<file path="src/rtl/keypad_pkg.sv">
// keypad_pkg
//   Shared definitions for the keypad front-end and the passcode checker.
//   Keeping the state type, column reset value and key encoding here means
//   both sides always agree on how a digit is represented.
//   Contents:
//     scan_state_t  - scanner FSM states
//     COL_RESET     - column drive after reset (col_idx 0)
//     key_code_t    - {row_idx[1:0], col_idx[1:0]}
//     onehot2idx()  - 4'b1000 -> 0, 4'b0100 -> 1, 4'b0010 -> 2, 4'b0001 -> 3
//     col_rotate()  - next column in the sweep (rotate right)
package keypad_pkg;

    typedef enum logic [1:0] {
        SETTLE   = 2'd0,
        DEBOUNCE = 2'd1,
        PRESSED  = 2'd2,
        RELEASE  = 2'd3
    } scan_state_t;

    localparam logic [3:0] COL_RESET = 4'b1000;

    typedef logic [3:0] key_code_t;

    // MSB-first one-hot to index; a non-one-hot input maps to 0 (callers only
    // pass values already qualified as one-hot).
    function automatic logic [1:0] onehot2idx(input logic [3:0] oh);
        logic [1:0] idx;
        case (oh)
            4'b0100: idx = 2'd1;
            4'b0010: idx = 2'd2;
            4'b0001: idx = 2'd3;
            default: idx = 2'd0;
        endcase
        return idx;
    endfunction

    function automatic logic [3:0] col_rotate(input logic [3:0] c);
        return {c[0], c[3:1]};
    endfunction

endpackage

</file>
<file path="src/rtl/keypad_row_sync.sv">
// keypad_row_sync
//   Two-flop synchroniser for the raw keypad row lines, one independent
//   chain per bit.
//   Ports:
//     clk    in   system clock
//     rst_n  in   asynchronous active-low reset, clears both stages
//     d_i    in   W raw inputs, asynchronous to clk
//     q_o    out  W synchronised outputs (two-cycle latency)
module keypad_row_sync #(
    parameter int W = 4
) (
    input  logic         clk,
    input  logic         rst_n,
    input  logic [W-1:0] d_i,
    output logic [W-1:0] q_o
);

    for (genvar gi = 0; gi < W; gi++) begin : g_bit
        logic meta_q;
        logic sync_q;

        always_ff @(posedge clk or negedge rst_n) begin
            if (!rst_n) begin
                meta_q <= 1'b0;
                sync_q <= 1'b0;
            end else begin
                meta_q <= d_i[gi];
                sync_q <= meta_q;
            end
        end

        assign q_o[gi] = sync_q;
    end

endmodule

</file>
<file path="src/rtl/keypad_scan_debounce.sv">
// keypad_scan_debounce
//   4x4 keypad front-end: sweeps the columns, synchronises and debounces the
//   row lines and produces one key event per physical press.
//   Ports:
//     clk        in   system clock
//     rst_n      in   asynchronous active-low reset
//     row        in   4 raw row lines, active-high, asynchronous
//     col        out  one-hot column drive, 4'b1000 = col_idx 0
//     key_valid  out  one-cycle strobe when a debounced press is accepted
//     key_code   out  {row_idx, col_idx} of the last accepted key, held
//     key_held   out  high from key_valid until the debounced release
//     multi_err  out  one-cycle strobe when a sample shows several rows
module keypad_scan_debounce
    import keypad_pkg::*;
#(
    parameter int SETTLE_CYC   = 4,
    parameter int DEBOUNCE_CYC = 16
) (
    input  logic      clk,
    input  logic      rst_n,
    input  logic [3:0] row,
    output logic [3:0] col,
    output logic      key_valid,
    output key_code_t key_code,
    output logic      key_held,
    output logic      multi_err
);

    localparam int CNT_MAX = (SETTLE_CYC > DEBOUNCE_CYC) ? SETTLE_CYC : DEBOUNCE_CYC;
    localparam int CW      = $clog2(CNT_MAX + 1);

    localparam logic [CW-1:0] SETTLE_LAST = CW'(SETTLE_CYC - 1);
    localparam logic [CW-1:0] DEB_LAST    = CW'(DEBOUNCE_CYC - 1);
    localparam logic [CW-1:0] CNT_SAT     = CW'(CNT_MAX);
    localparam logic [CW-1:0] CNT_ONE     = CW'(1);

    logic [3:0] row_s;

    keypad_row_sync #(.W(4)) u_row_sync (
        .clk   (clk),
        .rst_n (rst_n),
        .d_i   (row),
        .q_o   (row_s)
    );

    scan_state_t   state_q,     state_d;
    logic [CW-1:0] cnt_q,       cnt_d;
    logic [3:0]    col_q,       col_d;
    logic [3:0]    lat_row_q,   lat_row_d;
    logic          key_valid_q, key_valid_d;
    key_code_t     key_code_q,  key_code_d;
    logic          key_held_q,  key_held_d;
    logic          multi_err_q, multi_err_d;

    logic [CW-1:0] cnt_inc;
    logic          row_zero;
    logic          row_multi;

    // Counter saturates rather than wrapping so a stuck state can never
    // alias back to an early count.
    assign cnt_inc   = (cnt_q == CNT_SAT) ? cnt_q : cnt_q + CNT_ONE;
    assign row_zero  = (row_s == 4'b0000);
    // Clearing the lowest set bit leaves something only if two or more were set.
    assign row_multi = ((row_s & (row_s - 4'd1)) != 4'b0000);

    always_ff @(posedge clk or negedge rst_n) begin
        if (!rst_n) begin
            state_q     <= SETTLE;
            cnt_q       <= '0;
            col_q       <= COL_RESET;
            lat_row_q   <= 4'b0000;
            key_valid_q <= 1'b0;
            key_code_q  <= 4'b0000;
            key_held_q  <= 1'b0;
            multi_err_q <= 1'b0;
        end else begin
            state_q     <= state_d;
            cnt_q       <= cnt_d;
            col_q       <= col_d;
            lat_row_q   <= lat_row_d;
            key_valid_q <= key_valid_d;
            key_code_q  <= key_code_d;
            key_held_q  <= key_held_d;
            multi_err_q <= multi_err_d;
        end
    end

    always_comb begin
        state_d     = state_q;
        cnt_d       = cnt_q;
        col_d       = col_q;
        lat_row_d   = lat_row_q;
        key_valid_d = 1'b0;
        key_code_d  = key_code_q;
        key_held_d  = key_held_q;
        multi_err_d = 1'b0;

        case (state_q)
            SETTLE: begin
                if (cnt_q == SETTLE_LAST) begin
                    cnt_d = '0;
                    if (row_zero) begin
                        col_d = col_rotate(col_q);
                    end else if (row_multi) begin
                        multi_err_d = 1'b1;
                        col_d       = col_rotate(col_q);
                    end else begin
                        lat_row_d = row_s;
                        state_d   = DEBOUNCE;
                    end
                end else begin
                    cnt_d = cnt_inc;
                end
            end

            DEBOUNCE: begin
                if (row_s != lat_row_q) begin
                    // Bounce: resettle the same column before trying again.
                    cnt_d   = '0;
                    state_d = SETTLE;
                end else if (cnt_q == DEB_LAST) begin
                    cnt_d       = '0;
                    state_d     = PRESSED;
                    key_valid_d = 1'b1;
                    key_code_d  = {onehot2idx(lat_row_q), onehot2idx(col_q)};
                    key_held_d  = 1'b1;
                end else begin
                    cnt_d = cnt_inc;
                end
            end

            PRESSED: begin
                // Any row activity (including a second key on this column)
                // just keeps the key held.
                if (row_zero) begin
                    cnt_d   = '0;
                    state_d = RELEASE;
                end
            end

            RELEASE: begin
                if (!row_zero) begin
                    cnt_d   = '0;
                    state_d = PRESSED;
                end else if (cnt_q == DEB_LAST) begin
                    cnt_d      = '0;
                    key_held_d = 1'b0;
                    col_d      = col_rotate(col_q);
                    state_d    = SETTLE;
                end else begin
                    cnt_d = cnt_inc;
                end
            end

            default: begin
                cnt_d   = '0;
                state_d = SETTLE;
            end
        endcase
    end

    assign col       = col_q;
    assign key_valid = key_valid_q;
    assign key_code  = key_code_q;
    assign key_held  = key_held_q;
    assign multi_err = multi_err_q;

endmodule

</file>
<file path="config.mk">
export PLATFORM = sky130hd
export DESIGN_NAME = keypad_scan_debounce
export DESIGN_NICKNAME = d
export VERILOG_FILES = /design/src/rtl/keypad_pkg.sv /design/src/rtl/keypad_row_sync.sv /design/src/rtl/keypad_scan_debounce.sv
export SDC_FILE = /design/constraint.sdc
export NUM_CORES = 1
export LEC_CHECK = 0
export CORE_MARGIN = 3
export CORE_UTILIZATION = 55
export DETAILED_ROUTE_END_ITERATION = 10
export DONT_BUFFER_PORTS = 1
export GPL_ROUTABILITY_DRIVEN = 0
export GPL_TIMING_DRIVEN = 0
export PLACE_DENSITY = 0.78
export SYNTH_ARGS = -nofsm -noshare
export SYNTH_HDL_FRONTEND = slang
export SYNTH_SLANG_ARGS = --single-unit
</file>
<file path="constraint.sdc">
create_clock -name clk -period 2.2 [get_ports clk]
set_input_delay 0.66 -clock clk [delete_from_list [all_inputs] [get_ports clk]]
set_output_delay 0.66 -clock clk [all_outputs]
set_load 0.03 [all_outputs]
</file>
==> Word-level counts from Yosys, hierarchy flattened <==
Cells that the tools add are included.
{ "word_totals": {"word_cells": 92, "output_inout_bits": 11, "register_bits": 30, "input_bits": 6} }
{ "op_classes": {"n_addsub": 2, "bitwise_logic": 4, "muxes": 36, "eq_ne": 24, "n_reduce_logical": 10} }
{ "op_table": {"columns": ["cell", "n"], "rows": [
  ["5-bit 2-to-1 mux", 6],
  ["4-bit 2-to-1 mux", 5],
  ["5-bit one-hot mux with 4 select lines", 1],
  ["2-bit 2-to-1 mux", 8],
  ["2-bit != test, second input constant", 8],
  ["2-bit one-hot mux with 3 select lines", 2],
  ["1-bit 2-to-1 mux", 11],
  ["5-bit AND reduction", 2],
  ["3-bit != test, second input constant", 3],
  ["4-bit by 1-bit equality test with 1-bit output, second input constant", 2],
  ["4-bit by 2-bit equality test with 1-bit output, second input constant", 2],
  ["4-bit by 3-bit equality test with 1-bit output, second input constant", 2],
  ["2-bit one-hot mux with 4 select lines", 1],
  ["4-bit one-hot mux with 2 select lines", 1],
  ["6-bit AND reduction", 1],
  ["5-bit by 1-bit adder with 5-bit output, second input constant", 1],
  ["5-bit by 2-bit equality test with 1-bit output, second input constant", 1],
  ["5-bit by 4-bit equality test with 1-bit output, second input constant", 1],
  ["5-bit equality test, second input constant", 1],
  ["4-bit bitwise AND", 1],
  ["2-bit equality test, second input constant", 2],
  ["4-bit logical NOT", 1],
  ["4-bit != test", 1],
  ["4-bit AND reduction", 1],
  ["other kinds (8)", 11]
]} }

==> Logic depth before layout (Yosys ltp) <==
Gate-level depths: netlist of the first run.
{ "depth": {"ltp_word": 7, "mapped_depth": 8, "ltp_nobuf": 8} }

==> Modules after synthesis <==
Synthesis of the first run repeated with hierarchy kept, for this count alone.
{ "hier_totals": {"hier_cells": 127, "area_unflattened_um2": 1470.2} }
{ "by_module_without_submodules": {"columns": ["module", "instances", "cells_per_inst", "seq_area_each_um2", "area_per_inst_um2"], "rows": [
  ["keypad_scan_debounce", 1, 115, 551.8, 1239.9],
  ["keypad_row_sync", 1, 12, 200.2, 230.2]
]} }

==> Least setup slack after synthesis of the first run <==
OpenSTA, ideal clock, no wires.
{ "synth_path": {"path_kind": "reg-to-reg", "startpoint": "register cnt_q[0]", "endpoint": "register cnt_q[0]", "setup_time_ns": 0.125, "stages_incl_launch_ff": 9, "period_less_slack_ns": 2.014, "arrival_ns": 1.889, "path_slack_ns": 0.186, "n_path_buf": 0, "cell_sequence": "dfrtp_1 -> ha_1 -> and3_2 -> ha_1 -> and3b_1 -> a22o_1 -> a21oi_4 -> o21bai_1 -> mux2_4"} }
{ "synth_via": {"elab_chain_cells": 5, "elab_cells_between_ends": 10, "classes_between": "add/sub (1); eq/ne (3); mux (6)"} }
{ "synth_lines": {"columns": ["element", "line", "source"], "rows": [
  ["start: declaration", "keypad_scan_debounce.sv:47", "logic [CW-1:0] cnt_q, cnt_d;"],
  ["start signal: assignment", "keypad_scan_debounce.sv:78", "cnt_q <= cnt_d;"],
  ["5-bit by 1-bit adder with 5-bit output or 5-bit equality test (tied branches)", "keypad_scan_debounce.sv:61", "assign cnt_inc = (cnt_q == CNT_SAT) ? cnt_q : cnt_q + CNT_ONE;"],
  ["5-bit 2-to-1 mux", "keypad_scan_debounce.sv:61", null],
  ["5-bit 2-to-1 mux", "keypad_scan_debounce.sv:121, keypad_scan_debounce.sv:145", null],
  ["5-bit 2-to-1 mux (on tied branches)", "keypad_scan_debounce.sv:142, keypad_scan_debounce.sv:117", null],
  ["5-bit one-hot mux with 4 select lines (*)", "keypad_scan_debounce.sv:98", "case (state_q)"]
]} }
Every way passes the cells marked *; elsewhere a longest branch is shown, timed or not.
A chain may end at the register's enable or synchronous reset.

==> Worst setup path after layout of the first run <==
{ "layout_path": {"startpoint": "register cnt_q[1]", "endpoint": "register cnt_q[0]"} }
{ "layout_via": {"elab_chain_cells": 5, "elab_cells_between_ends": 9, "classes_between": "eq/ne (3); mux (6)"} }
{ "layout_lines": {"columns": ["element", "line"], "rows": [
  ["5-bit equality test", "keypad_scan_debounce.sv:61"],
  ["5-bit 2-to-1 mux", "keypad_scan_debounce.sv:61"],
  ["5-bit 2-to-1 mux", "keypad_scan_debounce.sv:121, keypad_scan_debounce.sv:145"],
  ["5-bit 2-to-1 mux (on tied branches)", "keypad_scan_debounce.sv:142, keypad_scan_debounce.sv:117"],
  ["5-bit one-hot mux with 4 select lines (*)", "keypad_scan_debounce.sv:98"]
]} }
Marked as above.

==> load_flow_metrics.sql, run 1 <==
INSERT INTO impl_metrics (metric_group, metric, value, unit) VALUES
('status', 'run_status', 'finished, final reports clean', ''),
('place', 'placement.io_buffers', '0', ''),
('final_layout', 'drive_gt1_share', '30.3', '%'),
('power_and_ir_drop', 'peakVddDrop', '0.000675', 'V'),
('worst_setup_path', 'peak_fanout_along_the_critical_path', '8', ''),
('routing', 'route.detailed.wl_per_inst', '16.0', 'um'),
('power_and_ir_drop', 'p_comb_share', '31.8', '%'),
('routing', 'route.vias.total', '899', ''),
('power_and_ir_drop', 'share_clk_of_total_power', '21.6', '%'),
('power_and_ir_drop', 'leakagePower', '0.736', 'nW'),
('routing', 'routed_wirelength', '2590', 'um'),
('place', 'detailed_place.area', '1520', 'sq um'),
('logic_synthesis', 'synth_xor_area_share', '5.32', '%'),
('logic_synthesis', 'synth_seq_area_share', '50.8', '%'),
('floorplan', 'starting_density', '58.7', '%'),
('final_layout', 'syn2layout_area_growth', '10.2', '%'),
('clocking', 'sink_count', '30', ''),
('routing', 'via_per_inst', '5.55', ''),
('logic_synthesis', 'synth_flop_cell', 'sky130_fd_sc_hd__dfrtp_1', ''),
('worst_setup_path', 'timing.critical_path.cells', 'ha_2 > and3_2 > ha_4 > and3b_1 > a22o_1 > a21oi_4 > o21bai_1 > mux2_4', ''),
('final_layout', 'layout.cells.most_common', 'sky130_fd_sc_hd__dfrtp_1', ''),
('final_layout', 'n_antenna_cell', '0', ''),
('logic_synthesis', 'synth_area_in_adders', '3.21', '%'),
('logic_synthesis', 'largest_family_of_logic_cells_by_synthesized_area', 'simple AND/OR/NAND/NOR gates', ''),
('sta', 'count_of_endpoints_failing_hold_in_the_final_timing_report', '0', ''),
('sta', 'worst_pin_slew', '0.707', 'ns'),
('floorplan', 'num_io_pins', '17', ''),
('global_routing', 'grt_overflow_total', '0', ''),
('final_layout', 'nets', '140', ''),
('worst_setup_path', 'cp_data_arrival_time', '2.30', 'ns'),
('routing', 'postRouteAntennaNets', '0', ''),
('logic_synthesis', 'ys_types', '42', ''),
('clocking', 'worst_skew_pair.late_latency', '0.33', 'ns'),
('logic_synthesis', 'synth_enable_flop_cells', '0', ''),
('worst_setup_path', 'setup.worst_path.start_class', 'flip-flop', ''),
('logic_synthesis', 'synth_compound_area_share', '10.7', '%'),
('clocking', 'clk_pin_slew_worst_paths', '0.10', 'ns'),
('routing', 'detailedRoute.firstPassIterationCount', '4', ''),
('power_and_ir_drop', 'p_sw_share', '34.0', '%'),
('final_layout', 'layout.cell_area.non_filler', '1630', 'sq um'),
('sta', 'fin_crit_sh', '94.1', '%'),
('power_and_ir_drop', 'share_seq_of_total_power', '46.6', '%'),
('global_routing', 'via_count_of_the_first_global_routing_pass', '927', ''),
('routing', 'drc', '0', ''),
('logic_synthesis', 'muxShareOfSynthArea', '11.1', '%'),
('worst_setup_path', 'cpPeakStageDelay', '0.41', 'ns'),
('sta', 'slew_viol_final', '0', ''),
('worst_setup_path', 'worst_path_dominant_cell_family', 'compound AO/OA/AOI/OAI gates', ''),
('floorplan', 'core_area', '2520', 'sq um'),
('place', 'detailedPlacementHpwl', '1720', 'um'),
('logic_synthesis', 'synth_warnings', '0', ''),
('sta', 'maxClockFrequency', '483', 'MHz'),
('sta', 'fin_crit', '2.07', 'ns'),
('logic_synthesis', 'post_synth.cell_area_avg', '12.3', 'sq um'),
('clocking', 'clock_tree.root_cell', 'sky130_fd_sc_hd__clkbuf_4', ''),
('sta', 'maxSlewHeadroom', '52.7', '%'),
('sta', 'grt_setup_unrepaired', 'no', ''),
('floorplan', 'row_count', '18', ''),
('power_and_ir_drop', 'power_density', '985', 'nW/um^2'),
('power_and_ir_drop', 'p_sw', '0.546', 'mW'),
('sta', 'fin_worst_hold_slack', '0.168', 'ns'),
('floorplan', 'floorplan.die.width', '57.9', 'um'),
('logic_synthesis', 'synthesis.instances', '120', ''),
('logic_synthesis', 'async_flop_share', '100', '%'),
('sta', 'report.final.setup_viol', '0', ''),
('sta', 'clock-skew-final', '0.0131', 'ns'),
('final_layout', 'layout.cells.most_common_list', 'sky130_fd_sc_hd__dfrtp_1, sky130_fd_sc_hd__mux2_2, sky130_fd_sc_hd__nor3_1', ''),
('clocking', 'number_of_buffers_inserted_during_clock_tree_synthesis', '5', ''),
('worst_setup_path', 'cp_data_required_time', '2.43', 'ns'),
('clocking', 'ctsHtreeMaxLevel', '2', ''),
('logic_synthesis', 'netlist_area', '1480', 'sq um');
[cell families after synthesis]
| logic type | after synthesis |
|---|---|
| flip-flops | 30 |
| XOR/XNOR | 9 |
| AND/OR/NAND/NOR | 32 |
| multiplexers | 13 |
| AO/OA/AOI/OAI | 21 |
| buffers and inverters | 11 |
| adder cells (fa/ha/maj) | 4 |
[worst register-to-register path: stages, from the launching register on]
cell and delay, ns:
sky130_fd_sc_hd__dfrtp_1 0.41, sky130_fd_sc_hd__ha_2 0.21, sky130_fd_sc_hd__and3_2 0.20, sky130_fd_sc_hd__ha_4 0.17
sky130_fd_sc_hd__and3b_1 0.20, sky130_fd_sc_hd__a22o_1 0.23, sky130_fd_sc_hd__a21oi_4 0.19, sky130_fd_sc_hd__o21bai_1 0.11
sky130_fd_sc_hd__mux2_4 0.26
[area by class of cell]
type / instances / area [sq um]
repair buffers: 4 / 35.0
fillers: 201 / 890
clock buffers: 6 / 51.3
flip-flops and latches: 30 / 752
well taps: 30 / 37.5
plain buffers: 5 / 28.8
multi-input cells: 79 / 693
inverters: 6 / 22.5
clock inverters: 2 / 12.5
[routing by layer]
| metal | track usage, % | part of all wire [%] | vias to the layer above |
|---|---|---|---|
| met5 | 0 | 0 | - |
| met4 | 5.96 | 1.5 | 0 |
| met3 | 6.90 | 4.8 | 7 |
| met2 | 27.3 | 46 | 16 |
| met1 | 22.0 | 47 | 432 |
| li1 | - | - | 444 |
[cells in the mapped netlist, types with 2 or more instances]
cell | count | share of area (%)
sky130_fd_sc_hd__mux2_4 | 5 | 5.1
sky130_fd_sc_hd__a22o_1 | 2 | 1.2
sky130_fd_sc_hd__clkbuf_1 | 2 | 0.51
sky130_fd_sc_hd__o21bai_1 | 2 | 1.0
sky130_fd_sc_hd__a21o_1 | 2 | 1.0
sky130_fd_sc_hd__nand2_1 | 5 | 1.3
sky130_fd_sc_hd__xor2_1 | 5 | 3.0
sky130_fd_sc_hd__mux2_2 | 8 | 6.1
sky130_fd_sc_hd__nand3_1 | 2 | 0.68
sky130_fd_sc_hd__ha_1 | 3 | 2.5
sky130_fd_sc_hd__nor3_1 | 7 | 2.4
sky130_fd_sc_hd__dfrtp_1 | 29 | 49
sky130_fd_sc_hd__nor4_4 | 2 | 2.9
sky130_fd_sc_hd__xnor2_1 | 4 | 2.4
sky130_fd_sc_hd__buf_2 | 2 | 0.68
sky130_fd_sc_hd__o21ai_0 | 5 | 1.7
sky130_fd_sc_hd__a21oi_1 | 3 | 1.0
sky130_fd_sc_hd__nor2_1 | 3 | 0.76
sky130_fd_sc_hd__inv_1 | 6 | 1.5
[power groups by stage]
stage	Sequential [mW]	Combinational, mW	Clock, mW
after floorplan	0.740	0.397	0
after global placement	0.757	0.435	0
after detailed placement	0.765	0.463	0
after CTS	0.748	0.493	0.358
after global routing	0.765	0.574	0.387
final	0.750	0.511	0.347
[path summary, 6_finish.rpt]
check | start | end | slack [ns] | depth (start not counted)
worst min-delay path | rst_n | col[3] | 0.17 | 0
worst min register to register | u_row_sync.g_bit[0].meta_q | u_row_sync.g_bit[0].sync_q | 0.36 | 0
max in group asynchronous | rst_n | u_row_sync.g_bit[0].sync_q | 0.93 | 1
min in group clk | row[3] | u_row_sync.g_bit[3].meta_q | 0.35 | 0
worst max register to register | cnt_q[1] | cnt_q[0] | 0.13 | 8
worst max-delay path | cnt_q[1] | cnt_q[0] | 0.13 | 8
[timing repair]
action | 4_1_cts | 5_1_grt
hold buffers | 1 | 1
endpoints found under the hold margin | 13 | 16
resized for setup | 1 | 2
cloned | 0 | 0
pin swaps | 0 | 0
endpoints found under the setup margin | 2 | 2
buffers inserted | 1 | 1
[sequential cells by signal (all words and copies together) (netlist names)]
name                     cells
cnt_q                        5
col                          4
key_code                     4
lat_row_q                    4
u_row_sync.g_bit.meta_q      4
u_row_sync.g_bit.sync_q      4
state_q                      2
key_held                     1
key_valid                    1
multi_err                    1
[stage by stage]
stage / setup slack (ns) / TNS (ns) / util, % / power [mW] / instances
4_1_cts: 0.0305 / 0 / 63.5 / 1.60 / 160
3_5_place_dp: -0.0510 / -0.0570 / 60.2 / 1.23 / 150
5_1_grt: 0.0251 / 0 / 64.7 / 1.73 / 162
3_3_place_gp: 0.0313 / 0 / 60.2 / 1.19 / 150
6_report: 0.130 / 0 / 64.7 / 1.61 / 162
2_1_floorplan: 0.186 / 0 / - / 1.14 / 120
No activity file was read; power rests on OpenSTA's default activity.
==> inputs of run 2 (changes only) <==
--- a/config.mk
+++ b/config.mk
@@ -5,7 +5,7 @@
 export SDC_FILE = /design/constraint.sdc
 export NUM_CORES = 1
 export LEC_CHECK = 0
-export CORE_MARGIN = 3
+export CAP_MARGIN = 20
 export CORE_UTILIZATION = 55
 export DETAILED_ROUTE_END_ITERATION = 10
 export DONT_BUFFER_PORTS = 1
==> run 2 against run 1 <==
  * Clock power about the same
  * Combinational power is 4.1% lower
  * Core utilization decreased by 0.40 points
  * Non-clock buffer count fell by 2
  * Critical endpoint unchanged
  * Power is 1.1% lower
  * Critical path type unchanged
  * Die area down 13%
  * Worst hold slack got worse by 0.052 ns
==> load_flow_metrics.sql, run 2 (same netlist as run 1, synthesis figures left out) <==
INSERT INTO impl_metrics (metric_group, metric, value, unit) VALUES
('status', 'run_status', 'finished, final reports clean', ''),
('sta', 'fin_worst_hold_slack', '0.115', 'ns'),
('worst_setup_path', 'reg2reg_to', 'cnt_q[0]', ''),
('sta', 'setup_ws', '0.101', 'ns'),
('routing', 'detailedRoute.firstPassIterationCount', '4', ''),
('floorplan', 'num_io_pins', '17', ''),
('power_and_ir_drop', 'p_sw', '0.539', 'mW'),
('floorplan', 'die_area', '2910', 'sq um'),
('routing', 'routed_wirelength', '2340', 'um'),
('power_and_ir_drop', 'share_clk_of_total_power', '22.0', '%'),
('power_and_ir_drop', 'power', '1.59', 'mW'),
('sta', 'clock-skew-final', '0.0143', 'ns'),
('sta', 'fin_crit_sh', '95.4', '%'),
('final_layout', 'num-fill-cells', '198', ''),
('sta', 'fin_crit', '2.10', 'ns'),
('power_and_ir_drop', 'p_sw_share', '33.9', '%'),
('final_layout', 'layout.cells.most_common_list', 'sky130_fd_sc_hd__dfrtp_1, sky130_fd_sc_hd__mux2_2, sky130_fd_sc_hd__nor3_1', ''),
('worst_setup_path', 'r2r.worst_path.cells', '8', ''),
('sta', 'maxClockFrequency', '476', 'MHz'),
('global_routing', 'largest_net_degree_at_the_start_of_global_routing', '30', ''),
('routing', 'postRouteAntennaNets', '0', ''),
('clocking', 'sink_count', '30', ''),
('place', 'placement.io_buffers', '0', ''),
('sta', 'maxSlewHeadroom', '67.6', '%'),
('global_routing', 'grtUsageTotal', '18.2', '%'),
('sta', 'grt_setup_unrepaired', 'no', ''),
('place', 'dp_cells', '150', ''),
('worst_setup_path', 'peak_fanout_along_the_critical_path', '8', ''),
('global_routing', 'grt_overflow_total', '0', ''),
('sta', 'count_of_endpoints_failing_hold_in_the_final_timing_report', '0', ''),
('routing', 'via_per_inst', '5.69', ''),
('clocking', 'number_of_buffers_inserted_during_clock_tree_synthesis', '5', ''),
('routing', 'route.vias.total', '911', ''),
('final_layout', 'nets', '138', ''),
('final_layout', 'syn2layout_area_growth', '9.54', '%'),
('routing', 'drtIter0Drc', '15', ''),
('floorplan', 'floorplan.die.width', '53.9', 'um'),
('worst_setup_path', 'cp_data_arrival_time', '2.32', 'ns'),
('final_layout', 'fin_cells', '160', ''),
('clocking', 'clk_pin_slew_worst_paths', '0.11', 'ns'),
('sta', 'slew_viol_final', '0', ''),
('clocking', 'ctsHtreeMaxLevel', '2', ''),
('worst_setup_path', 'setup.worst_path.start_class', 'flip-flop', ''),
('floorplan', 'fp.dieH', '53.9', 'um'),
('clocking', 'cts_tree', 'built', ''),
('job', 'drv.max_cap_violation_count', '0', ''),
('worst_hold_path', 'worst_min_path_class', 'in -> async', ''),
('clocking', 'clk_path_buf_depth', '2', ''),
('floorplan', 'core_area', '2520', 'sq um'),
('power_and_ir_drop', 'peakVddDrop', '0.000622', 'V'),
('place', 'detailedPlacementHpwl', '1580', 'um'),
('power_and_ir_drop', 'p_comb_share', '30.8', '%'),
('power_and_ir_drop', 'power_density', '980', 'nW/um^2'),
('sta', 'worst_pin_slew', '0.484', 'ns'),
('worst_setup_path', 'cp_data_required_time', '2.42', 'ns'),
('worst_setup_path', 'rr_startpoint', 'cnt_q[0]', ''),
('global_routing', 'grt_pass1_wl', '3560', 'um'),
('global_routing', 'via_count_of_the_first_global_routing_pass', '803', ''),
('clocking', 'clock_tree.root_cell', 'sky130_fd_sc_hd__clkbuf_4', ''),
('routing', 'route.detailed.wl_per_inst', '14.6', 'um'),
('place', 'placement.setup.worst_slack', '-0.00404', 'ns'),
('power_and_ir_drop', 'leakagePower', '0.734', 'nW'),
('power_and_ir_drop', 'internal_power', '1.05', 'mW'),
('routing', 'drc', '0', ''),
('worst_setup_path', 'critPathCaptureType', 'flip-flop', ''),
('floorplan', 'starting_density', '58.7', '%'),
('final_layout', 'number_of_flip_flops_in_the_largest_register', '5', ''),
('final_layout', 'n_antenna_cell', '0', ''),
('clocking', 'worst_skew_pair.late_latency', '0.34', 'ns'),
('final_layout', 'layout.cells.most_common', 'sky130_fd_sc_hd__dfrtp_1', ''),
('floorplan', 'row_count', '18', ''),
('sta', 'report.final.setup_viol', '0', ''),
('global_routing', 'antenna_found_initial', '0', ''),
('worst_setup_path', 'timing.setup.critical_path_class', 'reg -> reg', ''),
('final_layout', 'registers.top_by_ff_count', 'cnt_q', ''),
('final_layout', 'drive_gt1_share', '30.0', '%'),
('worst_setup_path', 'worst-r2r-setup-slack', '0.10', 'ns'),
('power_and_ir_drop', 'share_seq_of_total_power', '47.2', '%');
[run 2: cell types whose count changed in the layout (fill, tap and decap cells not counted)]
cell and change:
sky130_fd_sc_hd__ha_2 -1, sky130_fd_sc_hd__ha_1 +1, sky130_fd_sc_hd__buf_4 -1, sky130_fd_sc_hd__buf_12 +1
sky130_fd_sc_hd__dlygate4sd3_1 -2
[run 2: routing by layer]
layer	global-route usage [%]	part of all wire (%)	vias to the layer above
met4	6.58	1.0	0
met5	0	0	-
li1	-	-	444
met3	8.47	4.8	3
met2	26.7	47	22
met1	23.1	47	442
[run 2: layout make-up]
| class | count | area [sq um] | area share (%) |
|---|---|---|---|
| Buffer | 5 | 28.8 | 1.77 |
| Clock buffer | 6 | 51.3 | 3.16 |
| Clock inverter | 2 | 12.5 | 0.771 |
| Inverter | 6 | 22.5 | 1.39 |
| Multi-Input combinational cell | 79 | 691 | 42.6 |
| Sequential cell | 30 | 752 | 46.3 |
| Tap cell | 30 | 37.5 | 2.31 |
| Timing Repair Buffer | 2 | 27.5 | 1.70 |
[run 2: worst max path at each step]
stage	start	slack, ns	endpoint	depth (start not counted)
2_1_floorplan	cnt_q[0]	0.19	cnt_q[0]	8
3_3_place_gp	cnt_q[0]	0.04	cnt_q[0]	8
3_5_place_dp	cnt_q[0]	-0.004	cnt_q[0]	8
4_1_cts	cnt_q[0]	0.03	cnt_q[0]	8
5_1_grt	cnt_q[0]	0.003	cnt_q[0]	8
6_report	cnt_q[0]	0.10	cnt_q[0]	8
[run 2: power groups by stage]
stage | Sequential (mW) | Combinational [mW] | Clock, mW
after floorplan | 0.740 | 0.397 | 0
after global placement | 0.756 | 0.434 | 0
after detailed placement | 0.763 | 0.458 | 0
after CTS | 0.752 | 0.475 | 0.363
after global routing | 0.763 | 0.548 | 0.383
final | 0.750 | 0.490 | 0.350
[run 2: timing repair]
item,4_1_cts,5_1_grt
setup endpoints to repair,1,2
setup buffers,0,1
hold endpoints to repair,29,0
gates cloned,0,0
pin swaps,0,0
resized for setup,1,1
hold buffers,1,0
[run 2: through the flow]
stage	utilization [%]	cell area, sq um	setup TNS [ns]
finish	64.3	1620	0
global route	64.3	1620	0
CTS	63.6	1610	0
detailed placement	60.2	1520	-0.00404
global placement	60.2	1520	0
floorplan	-	1480	0
[run 2: worst max-delay path, cell delays in order, from the launching register on]
cell,delay [ns]
sky130_fd_sc_hd__dfrtp_1,0.41
sky130_fd_sc_hd__ha_1,0.21
sky130_fd_sc_hd__and3_2,0.21
sky130_fd_sc_hd__ha_4,0.17
sky130_fd_sc_hd__and3b_1,0.20
sky130_fd_sc_hd__a22o_1,0.23
sky130_fd_sc_hd__a21oi_4,0.19
sky130_fd_sc_hd__nor3b_2,0.08
sky130_fd_sc_hd__mux2_4,0.28
==> variant 1 (config.mk and constraints of run 1) <==
Reset style: synchronous (`rst_n`), changed in 2 clocked blocks. Comments in the files are not updated.
--- a/src/rtl/keypad_row_sync.sv
+++ b/src/rtl/keypad_row_sync.sv
@@ -20,5 +20,5 @@
         logic sync_q;
 
-        always_ff @(posedge clk or negedge rst_n) begin
+        always_ff @(posedge clk) begin
             if (!rst_n) begin
                 meta_q <= 1'b0;
--- a/src/rtl/keypad_scan_debounce.sv
+++ b/src/rtl/keypad_scan_debounce.sv
@@ -64,5 +64,5 @@
     assign row_multi = ((row_s & (row_s - 4'd1)) != 4'b0000);
 
-    always_ff @(posedge clk or negedge rst_n) begin
+    always_ff @(posedge clk) begin
         if (!rst_n) begin
             state_q     <= SETTLE;
Behaviour: differs if rst_n is asserted again (counterexample within 10 cycles, from zero or initial values and one cycle with rst_n low); with rst_n held inactive, the same outputs for 10 cycles.
==> variant 1 against run 1 <==
- sequential cell count unchanged
- synthesized area down 7.1%
- highest routed layer unchanged
- wire length down 6.5%
- global-route usage down 0.46 points
- worst hold slack better by 0.27 ns
- worst setup slack better by 0.026 ns
- cell area down 8.8%
Power is not compared: it rests on default switching activity, and its combinational part moved more than twofold at a synthesized area within 25%.
==> variant 1: results (changes against run 1) <==
\begin{tabular}{lr}
\hline
Metric & Value \\
\hline
\multicolumn{2}{l}{\textbf{Synth}} \\
Async set-reset flop share out of synthesis & 0\% (-100 points) \\
Cell variety after synth & 39 (-7.1\%) \\
Arithmetic-cell share of the synthesized area counting full adders, half adders and majority gates & 3.455\% (+0.25 points) \\
Sequential cell area fraction in the yosys report & 43.64\% (-7.1 points) \\
Area share of xor/xnor cells in the synthesized design & 6.909\% (+1.6 points) \\
Post-synthesis net count & 160 (+24\%) \\
Largest cells by area after synthesis & sky130\_fd\_sc\_hd\_\_dfxtp\_1, sky130\_fd\_sc\_hd\_\_mux2i\_1, sky130\_fd\_sc\_hd\_\_nor2\_1 \\
Compound-Gate Fraction of Synth Area & 10.55\% (-0.18 points) \\
Cell types with the highest counts after synthesis & sky130\_fd\_sc\_hd\_\_dfxtp\_1, sky130\_fd\_sc\_hd\_\_nor2\_1, sky130\_fd\_sc\_hd\_\_nand2\_1 \\
Multiplexer share of the synthesized area & 5.818\% (-5.3 points) \\
\multicolumn{2}{l}{\textbf{Clocking}} \\
Number of CTS-inserted buffers & 5 (unchanged) \\
Clock transition at the register clock pins on the worst setup and hold paths after CTS & 0.10 ns (about the same) \\
\# resized after CTS & 0 (-1) \\
Count of buffers added by post-CTS timing repair for setup & 0 (-1) \\
Deepest level of the CTS H-tree & 2 (unchanged) \\
Clock insertion delay at the later pin of the skew report & roughly 0.32 ns \\
\multicolumn{2}{l}{\textbf{Final layout}} \\
Antenna cells & 0 (unchanged) \\
Flip-flop count of the largest register after layout & 5 (unchanged) \\
Number of nets in the final layout & 167 (+19\%) \\
Share of final-layout standard cells stronger than drive strength 1 & 10.06\% (-20 points) \\
\multicolumn{2}{l}{\textbf{Detailed routing}} \\
Via-per-instance ratio & 5.545 (about the same) \\
Iteration-0 DRC count of the detailed router & 25 (-7.4\%) \\
Length of routed wiring on met1 & 1.101 mm (-9.5\%) \\
Sum of met2 wire segment lengths after detailed routing & 1.160 mm (-3.4\%) \\
Met3 routed WL & 123 um (-1.6\%) \\
Total length of routed wires & 2.417 mm (-6.5\%) \\
Max layer used & met4 \\
\multicolumn{2}{l}{\textbf{Hold path}} \\
Worst hold path type & reg -> reg \\
\multicolumn{2}{l}{\textbf{Critical path}} \\
Maximum net fanout on the critical path & 4 (-4) \\
Crit path DAT & 2.25 ns (-0.05 ns) \\
\multicolumn{2}{l}{\textbf{GRT}} \\
Maximum number of pins on one net before global-route repair & 11 (-8) \\
Wire length of the first global-routing pass & 4.181 mm (-2.1\%) \\
Global routing usage summed across all routing layers & 16.97\% (-0.46 points) \\
Number of global-route vias before repair & 970 (+4.6\%) \\
\multicolumn{2}{l}{\textbf{Timing}} \\
Actual transition at the worst max-transition pin & 0.6880 ns (-0.01887 ns) \\
Clock skew after layout & 0.009601 ns (-0.003517 ns) \\
\multicolumn{2}{l}{\textbf{Place}} \\
Half-perimeter wire length after placement & 1.783 mm (+3.9\%) \\
\multicolumn{2}{l}{\textbf{Power}} \\
Leakage & 0.5948 nW \\
\multicolumn{2}{l}{\textbf{Run status}} \\
Outcome & finished clean \\
\hline
\end{tabular}
-- variant 1: critical path, stage by stage, from the launching register on --
cell	delay, ns
sky130_fd_sc_hd__dfxtp_1	0.38
sky130_fd_sc_hd__ha_1	0.22
sky130_fd_sc_hd__or4b_1	0.51
sky130_fd_sc_hd__nor3_2	0.20
sky130_fd_sc_hd__a21boi_2	0.34
sky130_fd_sc_hd__mux2i_1	0.23
sky130_fd_sc_hd__nor2_1	0.05
-- variant 1: report_power, final --
part	switching (W)	leakage [nW]	total, W	internal (W)
clock network	0.000187	0.0450	0.000423	0.000235
logic	0.0000570	0.306	0.000102	0.0000449
registers	0.0000235	0.244	0.000585	0.000562
-- variant 1: layer usage --
layer  vias to the layer above  GRT usage [%]
met5                         -              0
met4                         0          6.102
met3                         4          6.265
met2                        28          28.38
met1                       469          19.74
li1                        536              -
-- variant 1: cell families after synthesis --
kind of cell               Yosys count
buffers and inverters               16
and+or+nand+nor                     61
DFF                                 30
xor gates and xnor gates            10
AOI/OAI and AO/OA                   22
adders and majority gates            4
muxes                                8
-- variant 1: final cells by class --
class                   count  area (um2)
fillers                   197       808.3
multi-input cells         105       698.2
flip-flops and latches     30       600.6
plain buffers               8       47.55
clock inverters             3       40.04
clock buffers               5       37.54
well taps                  28       35.03
inverters                   8       30.03
-- variant 1: through the flow --
step / instances / instance area (um2) / worst slack, ns / total power [W] / hold slack [ns]
2_1_floorplan: 151 / 1376 / 0.3673 / 0.0006785 / 0.4119
3_3_place_gp: 179 / 1411 / 0.2099 / 0.0006940 / 0.4133
3_5_place_dp: 179 / 1411 / 0.1493 / 0.0007005 / 0.4187
4_1_cts: 187 / 1489 / 0.1532 / 0.001119 / 0.4424
5_1_grt: 187 / 1489 / 0.02026 / 0.001165 / 0.4224
6_report: 187 / 1489 / 0.1566 / 0.001110 / 0.4404
-- variant 1: worst paths after layout --
kind	endpoint	startpoint	cells past startpoint	slack (ns)
setup / recovery	lat_row_q[2]$_SDFFE_PN0P_	cnt_q[1]$_SDFFE_PN0N_	6	0.16
hold / removal	u_row_sync.g_bit[2].sync_q$_SDFF_PN0_	u_row_sync.g_bit[2].meta_q$_SDFF_PN0_	1	0.44
setup reg to reg	lat_row_q[2]$_SDFFE_PN0P_	cnt_q[1]$_SDFFE_PN0N_	6	0.16
hold reg to reg	u_row_sync.g_bit[2].sync_q$_SDFF_PN0_	u_row_sync.g_bit[2].meta_q$_SDFF_PN0_	1	0.44
==> variant 2 (config.mk and constraints of run 1) <==
Without the edit above. Set the parameter `DEBOUNCE_CYC` to 64 (it was 16).
--- a/src/rtl/keypad_scan_debounce.sv
+++ b/src/rtl/keypad_scan_debounce.sv
@@ -15,5 +15,5 @@
 #(
     parameter int SETTLE_CYC   = 4,
-    parameter int DEBOUNCE_CYC = 16
+    parameter int DEBOUNCE_CYC = 64
 ) (
     input  logic      clk,
Formal check against the unedited RTL: no difference found for any inputs over 10 cycles, from zero or initial values and one cycle with rst_n low; that may be too few to reach the edited logic, so the function may still have changed.
==> variant 2 against run 1 <==
- worst setup slack better by 0.051 ns
- worst hold slack worse by 0.056 ns
- sequential power is 12% higher
- wire length is 15% higher
- sequential cell count is 2 higher
- cell area is 8.7% higher
- synthesized area is 10% higher
- total power is 12% higher
- via count is 28% higher
==> variant 2: results (changes against run 1) <==
\begin{tabular}{lr}
\hline
Metric & Value \\
\hline
\multicolumn{2}{l}{\textbf{Place}} \\
Placed cell count & 179 (+19\%) \\
Place WS & 0.1097 ns (+0.1607 ns) \\
Half-perimeter wire length after placement & 2.049 mm (+19\%) \\
Cell area after placement & 1668 um2 (+9.8\%) \\
\multicolumn{2}{l}{\textbf{Timing}} \\
Actual transition at the worst max-transition pin & 0.6047 ns (-0.1022 ns) \\
Worst hold slack & 0.1120 ns (-0.05578 ns) \\
Share of the cycle needed by the critical path after routing & 91.76\% (-2.3 points) \\
Minimum clock period & 2.019 ns (-0.05106 ns) \\
\multicolumn{2}{l}{\textbf{Final layout}} \\
Number of nets in the final layout & 164 (+17\%) \\
Share of final-layout standard cells stronger than drive strength 1 & 21.02\% (-9.3 points) \\
Flip-flop count of the largest register after layout & 7 (+2) \\
\multicolumn{2}{l}{\textbf{Power}} \\
Power share of the combinational group & 27.0\% (-4.8 points) \\
Design internal power & 0.001172 W (+10\%) \\
Clock power frac & 26.1\% (+4.5 points) \\
Leakage & 0.7868 nW (+6.8\%) \\
Worst IR drop on VDD & 0.0007986 V (+18\%) \\
\multicolumn{2}{l}{\textbf{Clocking}} \\
Clock insertion delay at the later pin of the skew report & 0.35 ns (+0.02 ns) \\
\multicolumn{2}{l}{\textbf{Run status}} \\
Outcome & finished clean \\
\multicolumn{2}{l}{\textbf{Detailed routing}} \\
Total length of routed wires & 2.985 mm (+15\%) \\
Iteration-0 DRC count of the detailed router & 62 (+130\%) \\
Via-per-instance ratio & 6.133 (+11\%) \\
DR WL/cell & 15.88 um (-0.50\%) \\
\multicolumn{2}{l}{\textbf{Critical path}} \\
CP top delay family & simple AND/OR/NAND/NOR gates \\
Maximum net fanout on the critical path & 6 (-2) \\
R2R setup slack & 0.18 ns (+0.05 ns) \\
Startpoint of the most critical register-to-register path & cnt\_q[0]\$\_DFFE\_PN0N\_ \\
Slowest stage delay, CP & 0.43 ns (+0.02 ns) \\
Worst reg2reg path depth & 6 (-2) \\
Crit path DAT & 2.25 ns (-0.05 ns) \\
Crit-path slowest cell & sky130\_fd\_sc\_hd\_\_dfrtp\_2 \\
Crit Reg-Reg Endpoint & col[2]\$\_DFFE\_PN0P\_ \\
\multicolumn{2}{l}{\textbf{Synth}} \\
Cell types with the highest counts after synthesis & sky130\_fd\_sc\_hd\_\_dfrtp\_1, sky130\_fd\_sc\_hd\_\_nand2\_1, sky130\_fd\_sc\_hd\_\_inv\_1 \\
Gate count of the mapped netlist & 148 (+23\%) \\
Sequential cell area fraction in the yosys report & 49.23\% (-1.5 points) \\
Cell variety after synth & 41 (-2.4\%) \\
\multicolumn{2}{l}{\textbf{GRT}} \\
Maximum number of pins on one net before global-route repair & 32 (+13) \\
Wire length of the first global-routing pass & 4.919 mm (+15\%) \\
\hline
\end{tabular}
[variant 2: cell count changes after synthesis, sizes merged, moves of 3 or more]
cell    change
nand2       +8
nand3       +7
o211ai      +6
nor2        +5
inv         +4
xnor2       +4
xor2        -4
a21o        -3
o21ai       +3
[variant 2: logic make-up (layout without fill, tap and decap cells)]
logic type	count (synthesis)	after routing	synth area share [%]
multiplexers	13	13	8.909
adder cells (fa/ha/maj)	3	3	2.150
buffers and inverters	14	23	4.608
flip-flops	32	32	49.23
XOR/XNOR	9	9	4.839
AND/OR/NAND/NOR	50	50	18.13
AO/OA/AOI/OAI	27	27	12.14
[variant 2: worst register-to-register path: stages, from the launching register on]
cell	delay (ns)
sky130_fd_sc_hd__dfrtp_2	0.43
sky130_fd_sc_hd__ha_1	0.25
sky130_fd_sc_hd__nand4b_2	0.20
sky130_fd_sc_hd__nor2_4	0.18
sky130_fd_sc_hd__nand4_2	0.17
sky130_fd_sc_hd__a211oi_4	0.34
sky130_fd_sc_hd__mux2_1	0.35
[variant 2: timing repair]
| action | in CTS | in global routing |
|---|---|---|
| endpoints found under the hold margin | 31 | 0 |
| resized for setup | 0 | 2 |
| hold buffers | 1 | 0 |
| setup endpoints to repair | 0 | 5 |
| buffers inserted | 0 | 0 |
[variant 2: layer usage]
metal | global-route usage, % | up-vias | part of all wire, %
met5 | 0 | - | 0
met4 | 8.669 | 0 | 2.4
met3 | 6.383 | 10 | 6.1
met2 | 30.86 | 39 | 48
met1 | 22.07 | 563 | 44
li1 | - | 541 | -
[variant 2: cell type report]
class	instances	area, um2	share of cell area, %
clock buffers	5	37.54	2.114
inverters	10	37.54	2.114
plain buffers	4	37.54	2.114
clock inverters	3	46.29	2.607
well taps	31	38.79	2.185
multi-input cells	102	754.5	42.49
repair buffers	1	20.02	1.128
flip-flops and latches	32	803.3	45.24
